==> config.mk <==
export PLATFORM = sky130hd
export DESIGN_NAME = truth_table_sweeper
export DESIGN_NICKNAME = d
export VERILOG_FILES = /design/src/rtl/truth_table_sweeper.sv
export SDC_FILE = /design/constraint.sdc
export NUM_CORES = 1
export LEC_CHECK = 0
export BUFFER_PORTS_ARGS = -buffer_cell sky130_fd_sc_hd__buf_2
export CAP_MARGIN = 10
export CORE_MARGIN = 10
export CORE_UTILIZATION = 51
export CTS_CLUSTER_SIZE = 30
export DETAILED_ROUTE_END_ITERATION = 8
export PLACE_DENSITY = 0.76
export SLEW_MARGIN = 20
export SYNTH_ARGS = -nofsm -noshare
export SYNTH_HDL_FRONTEND = slang
export SYNTH_SLANG_ARGS = --single-unit
==> constraint.sdc <==
create_clock -name clk -period 2.02 [get_ports clk]
set_input_delay 0.303 -clock clk [delete_from_list [all_inputs] [get_ports clk]]
set_output_delay 0.303 -clock clk [all_outputs]
set_load 0.1 [all_outputs]
==> src/rtl/truth_table_sweeper.sv <==
// truth_table_sweeper: walks every minterm of an N-input function and
// checks both SoP and PoS implementations against the EXPECT truth table.
module truth_table_sweeper #(
  parameter int N = 2,
  parameter logic [2**N-1:0] EXPECT = 4'b0101,
  parameter int SETTLE = 1
) (
  input  logic         clk,
  input  logic         rst_n,
  input  logic         start,
  input  logic         f_sop,
  input  logic         f_pos,
  output logic [N-1:0] x_out,
  output logic         busy,
  output logic         done,
  output logic         pass,
  output logic [N:0]   err_count,
  output logic [N-1:0] first_err_idx,
  output logic         err_valid
);

  localparam int CW = (SETTLE < 2) ? 1 : $clog2(SETTLE + 1);
  localparam logic [CW-1:0] CNT_LD = CW'(SETTLE);
  localparam logic [CW-1:0] CNT_ONE = CW'(1);
  localparam logic [N-1:0] X_LAST = {N{1'b1}};
  localparam logic [N:0] ERR_MAX = {1'b1, {N{1'b0}}};

  typedef enum logic [1:0] {
    S_IDLE,
    S_SETTLE,
    S_SAMPLE,
    S_DONE
  } state_t;

  state_t        state_q, state_d;
  logic [CW-1:0] cnt_q, cnt_d;
  logic [N-1:0]  x_q, x_d;
  logic [N:0]    errc_q, errc_d;
  logic [N-1:0]  fidx_q, fidx_d;
  logic          ev_q, ev_d;
  logic          armed_q;
  logic          exp_bit;
  logic          fail;

  // Case inequality so an X/Z from either implementation reads as a miss.
  assign exp_bit = EXPECT[x_q];
  assign fail = (f_sop !== exp_bit) || (f_pos !== exp_bit);

  // Blocks start on the first edge after reset release.
  always_ff @(posedge clk or negedge rst_n) begin
    if (!rst_n) armed_q <= 1'b0;
    else        armed_q <= 1'b1;
  end

  // State and datapath registers.
  always_ff @(posedge clk or negedge rst_n) begin
    if (!rst_n) begin
      state_q <= S_IDLE;
      cnt_q   <= '0;
      x_q     <= '0;
      errc_q  <= '0;
      fidx_q  <= '0;
      ev_q    <= 1'b0;
    end else begin
      state_q <= state_d;
      cnt_q   <= cnt_d;
      x_q     <= x_d;
      errc_q  <= errc_d;
      fidx_q  <= fidx_d;
      ev_q    <= ev_d;
    end
  end

  // Next-state and datapath update.
  always_comb begin
    state_d = state_q;
    cnt_d   = cnt_q;
    x_d     = x_q;
    errc_d  = errc_q;
    fidx_d  = fidx_q;
    ev_d    = ev_q;
    unique case (state_q)
      S_IDLE, S_DONE: begin
        if (start && armed_q) begin
          x_d     = '0;
          errc_d  = '0;
          ev_d    = 1'b0;
          cnt_d   = CNT_LD;
          state_d = S_SETTLE;
        end
      end
      S_SETTLE: begin
        cnt_d = cnt_q - CNT_ONE;
        if (cnt_q == CNT_ONE) state_d = S_SAMPLE;
      end
      S_SAMPLE: begin
        if (fail) begin
          if (errc_q != ERR_MAX) errc_d = errc_q + 1'b1;
          if (!ev_q) begin
            fidx_d = x_q;
            ev_d   = 1'b1;
          end
        end
        if (x_q == X_LAST) begin
          state_d = S_DONE;
        end else begin
          x_d     = x_q + 1'b1;
          cnt_d   = CNT_LD;
          state_d = S_SETTLE;
        end
      end
      default: state_d = S_IDLE;
    endcase
  end

  assign x_out         = x_q;
  assign busy          = (state_q == S_SETTLE) || (state_q == S_SAMPLE);
  assign done          = (state_q == S_DONE);
  assign pass          = (state_q == S_DONE) && (errc_q == '0);
  assign err_count     = errc_q;
  assign first_err_idx = fidx_q;
  assign err_valid     = ev_q;

endmodule

==> flow_summary.yaml <==
synthesis:
  yosysTopAreaCell: "dfrtp_1"
  syn-cell-area_um2: 726
  synth_top_area_share_pct: 41.4
  synth_compound_area_share_pct: 17.4
  synth_top_family_by_area: "compound AO/OA/AOI/OAI gates"
  synthMuxAreaShare_pct: 6.21
  synth_seq_area_share_pct: 41.4
  yosys.cell_types.count: 27
  avgSynthCellArea_um2: 10.4
  synth-xor-area-share_pct: 0
  synth_edf_count: 0
  yosys.area_share.simple_pct: 14.1
  syn_nets: 84
  yosys.area_share.adder_pct: 15.5
  synthArstFlopShare_pct: 100
  synth-seq-cells: 12
  synth-main-ff-cell: "dfrtp_1"
  synth_area_leaders: "dfrtp_1 41%, ha_1 16%, mux2_2 6.2%, inv_1 4.1%, a21oi_1 3.4%"
  ys_warn_count: 0
  synthCells: 70
critical_path:
  worstSetupPathType: "reg -> out"
  timing.reg2reg.setup_slack_ns: 0.19
  reg2regPathDepth: 6
  cp_data_arrival_time_ns: 1.59
  cp-end-kind: "primary output"
  cp_data_required_time_ns: 1.72
  cp_max_fo: 4
  cp-start-kind: "register"
  rr_endpoint: "err_count[0]"
  r2r_start: "state_q[0]"
floorplan:
  core-area_mm2: 0.00132
  die_h_um: 57.7
  rows: 13
  dieArea_mm2: 0.00333
  initial_utilization_pct: 55.1
  io_pins: 16
  fp.dieW_um: 57.7
finish:
  final_cell_mix: "15 x buf_2, 10 x dfrtp_1, 8 x inv_1, 8 x ha_1, 6 x nand2_1"
  final_common_cell: "buf_2"
  layout-drive-gt1-share_pct: 34.8
  fin_util_pct: 66.0
  area_growth_pct: 19.8
  fin_area_um2: 870
  fillers: 102
  layout.nets: 104
  diodes: 0
timing:
  finClkSkew_ns: 0.00191
  hold_viol_final: 0
  finalCriticalPeriod_ns: 1.89
  setup_viol: 0
  clock.fmax_ghz: 0.528
  slew_violations: 0
  post-route-period-util_pct: 93.7
  rsz0062_at_grt: "false"
  fin_tns_setup_ns: 0
clock_tree:
  clk_pin_slew_ns: 0.07
  cts_tree: "done"
  cts.repair.resized: 0
  clockBufferDepth: 2
  numClockSinks: 12
  worstSkewPairLatency_ns: 0.27
  root_buffer: "clkbuf_4"
  cts_buffers: 3
  cts.htree.levels: 1
min_path:
  hold_end: "state_q[0]"
  hp-class: "in -> reg"
  hold_depth: 3
  hold_start: "start"
drt:
  first_pass_iters: 4
  num_vias: 574
  ant_nets: 0
  wire_per_inst_um: 14.2
  routed_via_density: 5.52
  routed_wl_um: 1480
  drc: 0
  first_iter_violations: 4
global_route:
  grt_max_degree: 13
  grt_pass1_wl_um: 2460
  grt_pass1_vias: 578
  grt_overflow: 0
  antenna_found_initial: 0
  grtUsageTotal_pct: 8.95
place:
  hpwl_um: 1190
  portBuffers: 15
  dpl_cell_area_um2: 823
  place_congestion: 0.733
status:
  status: "complete, no violations"
job:
  maxCapViolations: 0
==> stage by stage <==
stage	instances	setup WS, ns	hold WS (ns)
finish	104	0.127	0.424
global route	104	0.0393	0.453
CTS	104	0.129	0.423
detailed placement	99	0.208	0.202
global placement	99	0.246	0.195
floorplan	70	0.0186	0.00741
==> per-layer routing <==
metal / part of all wire [%] / wire, um / global-route usage [%]
met1: 41 / 614 / 8.66
met2: 52 / 769 / 16.7
met3: 4.9 / 72 / 2.83
met4: 1.6 / 23 / 4.03
met5: 0 / 0 / 0
==> critical path, stage by stage (launching register included) <==
cell	delay (ns)
dfrtp_1	0.42
inv_1	0.07
ha_1	0.20
and3b_2	0.20
buf_2	0.42
==> synth_stat cells, drive strengths merged, types with 2 or more instances <==
| library cell | instances |
|---|---|
| nand2 | 6 |
| o21ai | 3 |
| inv | 8 |
| mux2 | 4 |
| ha | 9 |
| dfrtp | 12 |
| nor2 | 4 |
| a22o | 2 |
| a21oi | 5 |
==> worst max path at each step <==
stage | depth (start not counted) | end | start
after floorplan | 6 | first_err_idx[0] | x_out[1]
after CTS | 4 | pass | err_count[0]
after global routing | 6 | err_count[0] | state_q[0]
after detailed placement | 6 | err_count[0] | state_q[0]
final | 4 | pass | err_count[0]
after global placement | 6 | first_err_idx[0] | x_out[0]
==> sequential cells by signal, summed over array words and instances, names as in the netlist <==
register and count:
armed_q 1, cnt_q 1, err_valid 1, err_count 3, x_out 2, state_q 2
first_err_idx 2
==> area by class of cell <==
type | instances | area, um^2 | share of cell area, %
Multi-Input combinational cell | 49 | 394 | 45.3
Sequential cell | 12 | 305 | 35.1
Timing Repair Buffer | 16 | 85.1 | 9.78
Clock buffer | 4 | 36.3 | 4.17
Inverter | 8 | 30.0 | 3.45
Tap cell | 15 | 18.8 | 2.16
==> timing repair <==
action	CTS	global route
hold buffers	1	0
setup buffers	0	0
endpoints found under the hold margin	12	0
==> logic make-up (layout without fill, tap and decap cells) <==
family / Yosys count / in the layout
compound gates: 18 / 18
simple gates: 17 / 17
other cells: 1 / 1
fa+ha+maj: 9 / 9
flops: 12 / 12
mux: 4 / 4
buf+inv: 9 / 28
Power is not shown: default switching activity piles up to over one toggle a cycle in this logic, so the estimate is an artifact.
